===== config.mk =====
export PLATFORM = sky130hd
export DESIGN_NAME = accumulator_datapath
export DESIGN_NICKNAME = d
export VERILOG_FILES = /design/src/rtl/accumulator_datapath_pkg.sv /design/src/rtl/datapath_alu.sv /design/src/rtl/accumulator_datapath.sv
export SDC_FILE = /design/constraint.sdc
export NUM_CORES = 1
export LEC_CHECK = 0
export CORE_MARGIN = 4
export CORE_UTILIZATION = 46
export CTS_CLUSTER_SIZE = 30
export DETAILED_ROUTE_END_ITERATION = 8
export PLACE_DENSITY = 0.76
export SETUP_SLACK_MARGIN = 0.3
export SYNTH_ARGS = -nofsm -noshare
export SYNTH_HDL_FRONTEND = slang
export SYNTH_SLANG_ARGS = --single-unit

===== constraint.sdc =====
create_clock -name CLK -period 3.08 [get_ports CLK]
set_input_delay 0.462 -clock CLK [delete_from_list [all_inputs] [get_ports CLK]]
set_output_delay 0.462 -clock CLK [all_outputs]
set_load 0.02 [all_outputs]

===== src/rtl/accumulator_datapath_pkg.sv =====
// Shared encodings for the accumulator CPU datapath and its control unit.
// Opcodes, internal bus selects and ALU operation select.
package accumulator_datapath_pkg;

  localparam logic [2:0] OP_LOAD   = 3'd0;
  localparam logic [2:0] OP_STORE  = 3'd1;
  localparam logic [2:0] OP_ADD    = 3'd2;
  localparam logic [2:0] OP_SUB    = 3'd3;
  localparam logic [2:0] OP_JUMP   = 3'd4;
  localparam logic [2:0] OP_JUMPEQ = 3'd5;

  typedef enum logic [1:0] {
    BUS_MEM = 2'd0,
    BUS_DR  = 2'd1,
    BUS_PC  = 2'd2,
    BUS_AC  = 2'd3
  } bus_sel_e;

  typedef enum logic {
    ALU_ADD = 1'b0,
    ALU_SUB = 1'b1
  } alu_op_e;

endpackage


===== src/rtl/datapath_alu.sv =====
// Combinational add/sub unit; carry is the add carry-out or the subtract borrow.
module datapath_alu
  import accumulator_datapath_pkg::*;
#(
  parameter int DATA_W = 8
) (
  input  logic [DATA_W-1:0] a,
  input  logic [DATA_W-1:0] b,
  input  logic              op,
  output logic [DATA_W-1:0] result,
  output logic              carry,
  output logic              zero
);

  logic [DATA_W:0] ext;

  // One extra bit: for subtraction it goes high exactly when a < b unsigned.
  always_comb begin
    if (alu_op_e'(op) == ALU_SUB) ext = {1'b0, a} - {1'b0, b};
    else                          ext = {1'b0, a} + {1'b0, b};
  end

  assign result = ext[DATA_W-1:0];
  assign carry  = ext[DATA_W];
  assign zero   = (ext[DATA_W-1:0] == '0);

endmodule


===== src/rtl/accumulator_datapath.sv =====
// Register-transfer datapath (AR, DR, PC, AC, IR, bus mux, ALU) of the accumulator CPU.
// Define DATAPATH_CARRY_EN to add the C (carry/borrow) flag output.
module accumulator_datapath
  import accumulator_datapath_pkg::*;
#(
  parameter  int DATA_W   = 8,
  parameter  int PC_RESET = 0,
  localparam int ADDR_W   = DATA_W - 3
) (
  input  logic              CLK,
  input  logic              RST,
  input  logic              ARLoad,
  input  logic              DRLoad,
  input  logic              PCLoad,
  input  logic              ACLoad,
  input  logic              IRLoad,
  input  logic              ALUSel,
  input  logic              PCInc,
  input  logic              memRW,
  input  logic [1:0]        BusSel,
  output logic [2:0]        IR,
  output logic              Z,
  output logic [ADDR_W-1:0] MemAddr,
  output logic [DATA_W-1:0] MemWdata,
  input  logic [DATA_W-1:0] MemRdata,
  output logic              MemWE
`ifdef DATAPATH_CARRY_EN
  ,
  output logic              C
`endif
);

  logic [ADDR_W-1:0] ar_q, ar_d, pc_q, pc_d;
  logic [DATA_W-1:0] dr_q, dr_d, ac_q, ac_d;
  logic [2:0]        ir_q, ir_d;
  logic [DATA_W-1:0] bus;
  logic [DATA_W-1:0] alu_result;
  logic              alu_carry, alu_zero;

  always_comb begin
    unique case (bus_sel_e'(BusSel))
      BUS_MEM: bus = MemRdata;
      BUS_DR:  bus = dr_q;
      BUS_PC:  bus = {{(DATA_W-ADDR_W){1'b0}}, pc_q};
      BUS_AC:  bus = ac_q;
    endcase
  end

  datapath_alu #(.DATA_W(DATA_W)) u_alu (
    .a      (ac_q),
    .b      (dr_q),
    .op     (ALUSel),
    .result (alu_result),
    .carry  (alu_carry),
    .zero   (alu_zero)
  );

  // NOTE: every _d starts as its _q so an un-strobed path holds state and no latch is inferred.
  always_comb begin
    ar_d = ar_q;
    dr_d = dr_q;
    pc_d = pc_q;
    ac_d = ac_q;
    ir_d = ir_q;
    if (ARLoad) ar_d = bus[ADDR_W-1:0];
    if (DRLoad) dr_d = bus;
    if (IRLoad) ir_d = bus[DATA_W-1:DATA_W-3];
    if (PCLoad)     pc_d = bus[ADDR_W-1:0];
    else if (PCInc) pc_d = pc_q + ADDR_W'(1);
    // LOAD and ADD share strobes; only the latched opcode tells them apart.
    if (ACLoad) ac_d = (ir_q == OP_LOAD) ? bus : alu_result;
  end

  // NOTE: state flops use non-blocking assignment so every load samples the pre-edge bus.
  always_ff @(posedge CLK or posedge RST) begin
    if (RST) begin
      ar_q <= '0;
      dr_q <= '0;
      pc_q <= ADDR_W'(PC_RESET);
      ac_q <= '0;
      ir_q <= '0;
    end else begin
      ar_q <= ar_d;
      dr_q <= dr_d;
      pc_q <= pc_d;
      ac_q <= ac_d;
      ir_q <= ir_d;
    end
  end

`ifdef DATAPATH_CARRY_EN
  logic c_q, c_d;

  always_comb begin
    c_d = c_q;
    if (ACLoad && (ir_q != OP_LOAD)) c_d = alu_carry;
  end

  always_ff @(posedge CLK or posedge RST) begin
    if (RST) c_q <= 1'b0;
    else     c_q <= c_d;
  end

  assign C = c_q;
  logic unused_alu;
  assign unused_alu = alu_zero;
`else
  logic unused_alu;
  assign unused_alu = alu_carry ^ alu_zero;
`endif

  assign IR       = ir_q;
  assign Z        = (ac_q == '0);
  assign MemAddr  = ar_q;
  assign MemWdata = bus;
  assign MemWE    = memRW;

endmodule


### Yosys cells after proc, flatten, opt, wreduce, memory -nomap -nowiden

Index checks and enable logic that the tools add are counted.

| cells by class | value |
|---|---|
| add/subtract/negate cells | 3 |
| eq/ne operators | 3 |
| mux-type cells | 5 |
| reductions and logical operators | 4 |

Operators with widths:

| kind | count |
|---|---|
| 8-bit case mux with 4 select lines | 1 |
| 8-bit 2-to-1 mux | 2 |
| 5-bit 2-to-1 mux | 2 |
| 8-bit adder | 1 |
| 8-bit zero test | 1 |
| 8-bit subtractor | 1 |
| 5-bit by 1-bit adder with 5-bit output, second input constant | 1 |
| 2-bit == test, second input constant | 2 |
| 3-bit zero test | 1 |
| 2-bit by 1-bit == test with 1-bit output, second input constant | 1 |
| 2-bit zero test | 1 |
| 2-bit nonzero test | 1 |

| storage, ports and cells | value |
|---|---|
| bits in registers | 29 |
| input bits | 20 |
| logic and storage cells | 20 |

### Logic depth before layout (Yosys ltp)

Gate-level depths: netlist of run 1.

| logic depth | value |
|---|---|
| word-level depth | 3 |
| mapped depth | 10 |
| depth with buffers taken out | 10 |

### Cells and area by module

A second synthesis of run 1 with hierarchy kept.

| second synthesis, totals | value |
|---|---|
| cells, all modules | 207 |
| area total of the unflattened synthesis | 1970.6 um2 |

Modules (own cells, without submodules):

| module | instances | cells an instance | area each (um2) |
|---|---|---|---|
| accumulator_datapath | 1 | 132 | 1441.4 |
| datapath_alu | 1 | 75 | 529.3 |

### Least setup slack after synthesis of run 1

OpenSTA, ideal clock, no wires.

| path | value |
|---|---|
| path type | reg2reg |
| from | register dr_q[0] |
| to | register ac_q[5] |
| library setup time | 0.082 ns |
| data arrival time | 2.201 ns |
| path slack | 0.797 ns |
| stages on the path, launching flop included | 10 |
| clock period less this slack | 2.283 ns |
| cell sequence | dfrtp_1 > inv_1 > ha_1 > mux2i_1 > ha_1 > nor2b_1 > o31a_2 > o21ai_1 > mux2_2 > a31oi_1 |

| on the way | value |
|---|---|
| longest elaborated chain between the ends | 3 |
| elaborated cells on any way between the ends | 4 |

RTL lines:

| what | line | text |
|---|---|---|
| start, declared | accumulator_datapath.sv:34 | `logic [DATA_W-1:0] dr_q, dr_d, ac_q, ac_d;` |
| start signal, assigned | accumulator_datapath.sv:84 | `dr_q <= dr_d;` |
| 8-bit adder or 8-bit subtractor (tied branches) | datapath_alu.sv:20, datapath_alu.sv:19 |  |
| 8-bit 2-to-1 mux (*) | datapath_alu.sv:19 | `if (alu_op_e'(op) == ALU_SUB) ext = {1'b0, a} - {1'b0, b};` |
| 8-bit 2-to-1 mux (*) | accumulator_datapath.sv:71 | `if (ACLoad) ac_d = (ir_q == OP_LOAD) ? bus : alu_result;` |
| end signal, assigned | accumulator_datapath.sv:80 | `ac_q <= '0;` |
| end signal, assigned | accumulator_datapath.sv:86 | `ac_q <= ac_d;` |
| end, declared | accumulator_datapath.sv:34 |  |

Every way passes the cells marked *; elsewhere a longest branch is shown, timed or not.
A chain may end at the register's enable or synchronous reset.

### Worst setup path in the final report of run 1

| path | value |
|---|---|
| from | input BusSel[1] |
| to | output MemWdata[2] |

| on the way | value |
|---|---|
| longest elaborated chain between the ends | 2 |
| elaborated cells on any way between the ends | 5 |

RTL lines:

| what | line | text |
|---|---|---|
| start, declared | accumulator_datapath.sv:20 | `input logic [1:0] BusSel,` |
| 2-bit == test (tied with other cells) | accumulator_datapath.sv:41 | `unique case (bus_sel_e'(BusSel))` |
| 8-bit case mux with 4 select lines (*) | accumulator_datapath.sv:41 |  |
| end, declared | accumulator_datapath.sv:24 | `output logic [DATA_W-1:0] MemWdata,` |

Marks and branches as above.

==> impl_metrics.py, run 1 <==
metrics = {
    "cts": {
        "cts_buffers": 5,
        "cts_root_buf": "clkbuf_8",
        "clk_pin_slew_ns": 0.05,
        "cts_buffer_depth": 2,
        "cts_htree_levels": 2,
        "cts_tree": "done",
        "insertion_delay_ns": 0.28,
        "numClockSinks": 29,
    },
    "global_routing": {
        "grt_overflow": 0,
        "grt_start_max_net_pins": 30,
        "grt_pass1_wl_um": 7810,
        "grt_usage_pct": 19.6,
        "grt_pass1_vias": 1623,
        "antenna_found_initial": 0,
    },
    "die": {
        "dieArea_mm2": 0.00521,
        "die_y_um": 72.2,
        "core.rowCount": 23,
        "core-area_mm2": 0.00400,
        "start_util_pct": 47.3,
        "die_w_um": 72.2,
        "top_level_ports": 38,
    },
    "timing": {
        "drv_slew": 0,
        "tightest_slew_ns": 0.519,
        "holdWs_ns": 0.505,
        "rsz0062_at_grt": "false",
        "fin_crit_ns": 2.57,
        "clock.fmax_ghz": 0.389,
        "setup_ws_ns": 0.512,
        "finalSetupTns_ns": 0,
        "max_slew_margin_pct": 65.3,
        "skew_ns": 0.00647,
        "finalHoldViolations": 0,
        "finalCritPeriodShare_pct": 83.4,
        "finalSetupViolCount": 0,
    },
    "worst_setup_path": {
        "cpPeakStageDelay_ns": 0.63,
        "critPathLaunchType": "input port",
        "worstPathArrival_ns": 2.11,
        "critical_path_class": "in2out",
        "crit_fanout": 6,
        "cp_top_family": "buffers and inverters",
        "path_buf_inv": 2,
        "crit_chain": "dlygate4sd2_1 -> mux4_2 -> clkdlybuf4s50_1",
        "crit_slowest_cell": "mux4_2",
        "crit_path_end_kind": "primary output",
        "required_ns": 2.62,
    },
    "routing": {
        "via_per_inst": 5.54,
        "drtAntennaViolNets": 0,
        "drc": 0,
        "wire_per_inst_um": 16.4,
        "wirelength_um": 4570,
        "drtIter0Drc": 114,
        "vias": 1546,
        "firstDrtPassIters": 4,
    },
    "yosys": {
        "yosysWarnings": 0,
        "ys_types": 38,
        "syn_area_mm2": 0.00189,
        "synth_area_per_cell_um2": 10.0,
        "seq_area_frac_synth_pct": 38.3,
        "syn_inst": 189,
        "ys_ff_latch": 29,
        "synth_nets": 219,
    },
    "place": {
        "place_congestion": 0.869,
        "dp_hpwl_um": 3450,
        "port_buffers": 35,
        "dp_slack_ns": 0.231,
        "dpl_cell_area_mm2": 0.00230,
    },
    "power": {
        "power_density_mw_per_mm2": 921,
        "peakVddDrop_mv": 0.405,
        "power_leakage_uw": 0.000993,
    },
    "outcome": {
        "status": "complete, no violations",
    },
    "hold_path": {
        "hold_class": "reg2reg",
    },
    "final_layout": {
        "multi_input_area_mm2": 0.00107,
        "fillers": 328,
        "regArea_um2": 726,
        "utilization_pct": 59.6,
        "nNetsFinal": 259,
        "synthToLayoutAreaGrowth_pct": 26.0,
        "final_area_mm2": 0.00238,
        "antenna-diode-count": 0,
        "drive_gt1_share_pct": 15.3,
    },
    "flow_run": {
        "cap_violations": 0,
    },
}
==> timing repair <==
action                     CTS  global route
resized for setup            2             0
buffers inserted             0             0
hold buffers                 0             0
setup endpoints to repair    7             0
==> power by group <==
part,internal [µW],switching (µW)
clock network,177,138
registers,523,158
logic,607,593
total,1310,889
==> worst reg2reg max path, cell delays in order (launching register included) <==
cell     delay, ns
dfrtp_1       0.41
inv_1         0.07
ha_1          0.29
mux2i_1       0.24
ha_1          0.28
nor2b_1       0.14
o31a_2        0.30
o21ai_1       0.14
mux2_2        0.35
a31oi_1       0.15
==> per-stage QoR <==
| step | power (µW) | cells |
|---|---|---|
| 5_1_grt | 2390 | 279 |
| 2_1_floorplan | 1530 | 189 |
| 4_1_cts | 2210 | 279 |
| 6_report | 2200 | 279 |
| 3_5_place_dp | 1880 | 272 |
| 3_3_place_gp | 1850 | 272 |
==> final timing paths <==
| kind | slack, ns | start | cells after the start | end |
|---|---|---|---|---|
| min | 0.50 | MemAddr[4] | 1 | MemAddr[4] |
| max | 0.51 | BusSel[1] | 3 | MemWdata[2] |
| min reg2reg | 0.50 | MemAddr[4] | 1 | MemAddr[4] |
| max reg2reg | 0.63 | dr_q[0] | 9 | ac_q[5] |
| max in group asynchronous | 2.22 | RST | 3 | MemAddr[3] |
| min in group asynchronous | 0.58 | RST | 3 | ac_q[6] |
==> Yosys cell counts, drive strengths merged <==
cell,instances,share of area [%]
a21o,1,0.40
nor2,16,3.2
dfrtp,29,38
o311ai,1,0.46
nor2b,1,0.33
a2bb2oi,1,0.46
fa,1,1.1
nand3,3,0.79
xnor2,11,5.1
nand2,19,3.8
and3,1,0.59
o22ai,1,0.33
ha,9,5.9
buf,5,1.7
a21oi,10,2.6
mux2i,5,2.6
a21boi,1,0.40
a211oi,1,0.66
nand4,3,0.99
or4,3,1.2
o21a,4,1.6
or3,1,0.33
xor2,3,1.8
o21ai,15,4.0
o31a,1,0.53
o21bai,1,0.40
clkbuf,4,1.3
mux4,5,5.9
inv,11,2.2
a31oi,8,3.4
mux2,10,5.9
nor3,4,1.6
==> layout by cell type (no fill, tap or decap), drive strengths merged, types with 2 or more instances in the layout <==
master / count
a21oi: 10
a31oi: 8
buf: 7
clkbuf: 7
clkdlybuf4s50: 33
dfrtp: 29
dlygate4sd2: 2
ha: 9
inv: 11
mux2: 10
mux2i: 5
mux4: 5
nand2: 19
nand3: 3
nand4: 3
nor2: 16
nor3: 4
o21a: 4
o21ai: 15
or4: 3
xnor2: 11
xor2: 3
==> logic make-up after synthesis <==
group | Yosys count | share of synthesized area [%]
xor+xnor | 14 | 6.87
mux | 20 | 14.5
compound gates | 45 | 15.3
flops | 29 | 38.3
buf+inv | 20 | 5.22
fa+ha+maj | 10 | 7.01
simple gates | 51 | 12.8
==> sequential cells by signal, indices dropped and copies added, names as in the netlist <==
| signal | count |
|---|---|
| pc_q | 5 |
| ac_q | 8 |
| dr_q | 8 |
| MemAddr | 5 |
| IR | 3 |
==> metal layers <==
metal  up-vias  share of wire, %  wire [µm]  global-route usage, %
li1        751                 -          -                      -
met1       739                44       2000                   26.7
met2        49                49       2240                   31.4
met3         7               5.9        268                   4.71
met4         0               1.4         65                   5.22
met5         -                 0          0                      0
==> final cells by class <==
cell class	count	area share (%)
multi-input combinational	140	44.8
inverter	11	1.73
sequential	29	30.4
tap	50	2.62
timing repair buffer	42	16.8
clock buffer	7	3.62
Power figures use the tool's default switching activity.
==> inputs of run 2 (changes only) <==
--- a/config.mk
+++ b/config.mk
@@ -9,7 +9,7 @@
 export CORE_UTILIZATION = 46
 export CTS_CLUSTER_SIZE = 30
 export DETAILED_ROUTE_END_ITERATION = 8
-export PLACE_DENSITY = 0.76
+export PLACE_DENSITY = 0.78
 export SETUP_SLACK_MARGIN = 0.3
 export SYNTH_ARGS = -nofsm -noshare
 export SYNTH_HDL_FRONTEND = slang
==> constraint.sdc (replaced) <==
create_clock -name CLK -period 2.15 [get_ports CLK]
set_input_delay 0.3225 -clock CLK [delete_from_list [all_inputs] [get_ports CLK]]
set_output_delay 0.3225 -clock CLK [all_outputs]
set_load 0.02 [all_outputs]
==> run 2 against run 1 <==
  * The flow now finishes with violations (setup timing)
  * Via count rose by 14%
  * Critical path depth increased by 8
  * Cell area up 18%
  * Sequential cell count is the same
  * Non-clock buffer count increased by 39
  * Largest power group unchanged
  * First-iteration DRC count grew 50%
  * Hold slack got worse by 0.098 ns
==> impl_metrics.py, run 2 (same netlist as run 1, synthesis figures left out) <==
metrics = {
    "outcome": {
        "status": "complete, but fails checks",
        "violations": "setup timing",
    },
    "timing": {
        "finalHoldViolations": 0,
        "finalSetupTns_ns": -0.236,
        "rsz0062_at_grt": "true",
        "clock.fmax_ghz": 0.443,
        "fin_crit_ns": 2.26,
        "max_slew_margin_pct": 75.4,
        "tightest_slew_ns": 0.369,
        "setup_ws_ns": -0.107,
        "finalCritPeriodShare_pct": 105,
        "holdWs_ns": 0.407,
        "finalSetupViolCount": 4,
        "drv_slew": 0,
        "skew_ns": 0.00610,
    },
    "cts": {
        "cts_htree_levels": 2,
        "insertion_delay_ns": 0.28,
        "cts_buffers": 5,
        "numClockSinks": 29,
        "cts_buffer_depth": 2,
        "clk_pin_slew_ns": 0.06,
        "cts_root_buf": "clkbuf_8",
        "cts_tree": "done",
        "postCtsHoldBufs": 0,
    },
    "routing": {
        "firstDrtPassIters": 4,
        "via_per_inst": 5.54,
        "vias": 1761,
        "drtIter0Drc": 171,
        "drc": 0,
        "drtAntennaViolNets": 0,
        "wire_per_inst_um": 17.4,
        "wirelength_um": 5550,
    },
    "power": {
        "power_leakage_uw": 0.00124,
        "peakVddDrop_mv": 0.671,
        "total_power_uw": 4100,
        "power_density_mw_per_mm2": 1460,
    },
    "worst_setup_path": {
        "crit_chain": "inv_2 -> ha_4 -> nor2_1 -> xnor2_1 -> ha_2 -> buf_4 -> a21o_1 -> a21boi_1 -> o21bai_1 -> xnor2_1 -> a31oi_1",
        "cpPeakStageDelay_ns": 0.42,
        "critPathLaunchType": "flip-flop",
        "cp_top_family": "compound AO/OA/AOI/OAI gates",
        "crit_slowest_cell": "dfrtp_1",
        "critical_path_class": "reg2reg",
        "worstPathArrival_ns": 2.41,
        "crit_path_end_kind": "flip-flop",
        "crit_fanout": 3,
        "required_ns": 2.31,
        "cpMostUsedCell": "xnor2_1",
        "path_buf_inv": 2,
    },
    "die": {
        "die_w_um": 72.2,
        "core.rowCount": 23,
        "start_util_pct": 47.3,
        "core-area_mm2": 0.00400,
        "top_level_ports": 38,
        "die_y_um": 72.2,
        "dieArea_mm2": 0.00521,
    },
    "place": {
        "dp_hpwl_um": 3830,
        "dp_slack_ns": -0.377,
        "port_buffers": 35,
        "place_congestion": 0.894,
    },
    "final_layout": {
        "nNetsFinal": 298,
        "drive_gt1_share_pct": 35.8,
        "final_common_cell": "buf_4",
        "synthToLayoutAreaGrowth_pct": 48.2,
        "antenna-diode-count": 0,
        "final_cell_mix": "40 x buf_4, 29 x dfrtp_1, 23 x clkdlybuf4s50_1",
        "reg_top3": "ac_q (8), dr_q (8)",
        "fillers": 269,
    },
    "global_routing": {
        "grt_usage_pct": 20.6,
        "grt_pass1_vias": 1680,
        "antenna_found_initial": 0,
        "grt_pass1_wl_um": 8130,
        "grt_overflow": 0,
        "grt_start_max_net_pins": 30,
    },
    "flow_run": {
        "cap_violations": 0,
    },
    "hold_path": {
        "hold_class": "in2async",
    },
}
## run 2: layout make-up
class	count	area (µm²)	area share, %
multi-input combinational	140	1170	41.7
tap	50	62.6	2.23
clock buffer	7	86.3	3.08
inverter	11	41.3	1.47
sequential	29	726	25.9
timing repair buffer	81	721	25.7
## run 2: power by group
group / switching, µW / internal (µW)
clock network: 197 / 253
logic: 1270 / 1440
registers: 190 / 750
total: 1660 / 2440
## run 2: worst register-to-register path, cell delays in order (launching register included)
cell	delay, ns
dfrtp_1	0.42
inv_2	0.07
ha_4	0.17
nor2_1	0.14
xnor2_1	0.14
ha_2	0.30
buf_4	0.15
a21o_1	0.18
a21boi_1	0.20
o21bai_1	0.12
xnor2_1	0.16
a31oi_1	0.09
## run 2: path summary, 6_finish.rpt
path,startpoint,to,slack (ns),depth (start not counted)
max,dr_q[0],ac_q[6],-0.11,11
min,RST,IR[1],0.41,3
max reg2reg,dr_q[0],ac_q[6],-0.11,11
min reg2reg,MemAddr[1],MemAddr[1],0.50,1
max in group asynchronous,RST,ac_q[7],1.46,3
min in group CLK,MemAddr[1],MemAddr[1],0.50,1
## run 2: what timing repair did
item | 4_1_cts | 5_1_grt
gates resized for setup | 49 | 18
hold endpoints to repair | 0 | 0
pin swaps | 6 | 1
setup buffers | 2 | 5
setup endpoints to repair | 15 | 15
## run 2: layer usage
layer	vias up	wire length (µm)	GRT usage [%]
met5	-	0	0
met4	0	104	5.64
met3	11	272	4.16
met2	42	2880	33.7
met1	877	2290	27.9
li1	831	-	-
## run 2: stage by stage
step / util [%] / area [µm²] / cells
floorplan: - / 1920 / 189
global placement: 64.2 / 2570 / 304
detailed placement: 64.2 / 2570 / 304
CTS: 67.6 / 2700 / 313
global route: 70.1 / 2810 / 318
finish: 70.1 / 2810 / 318
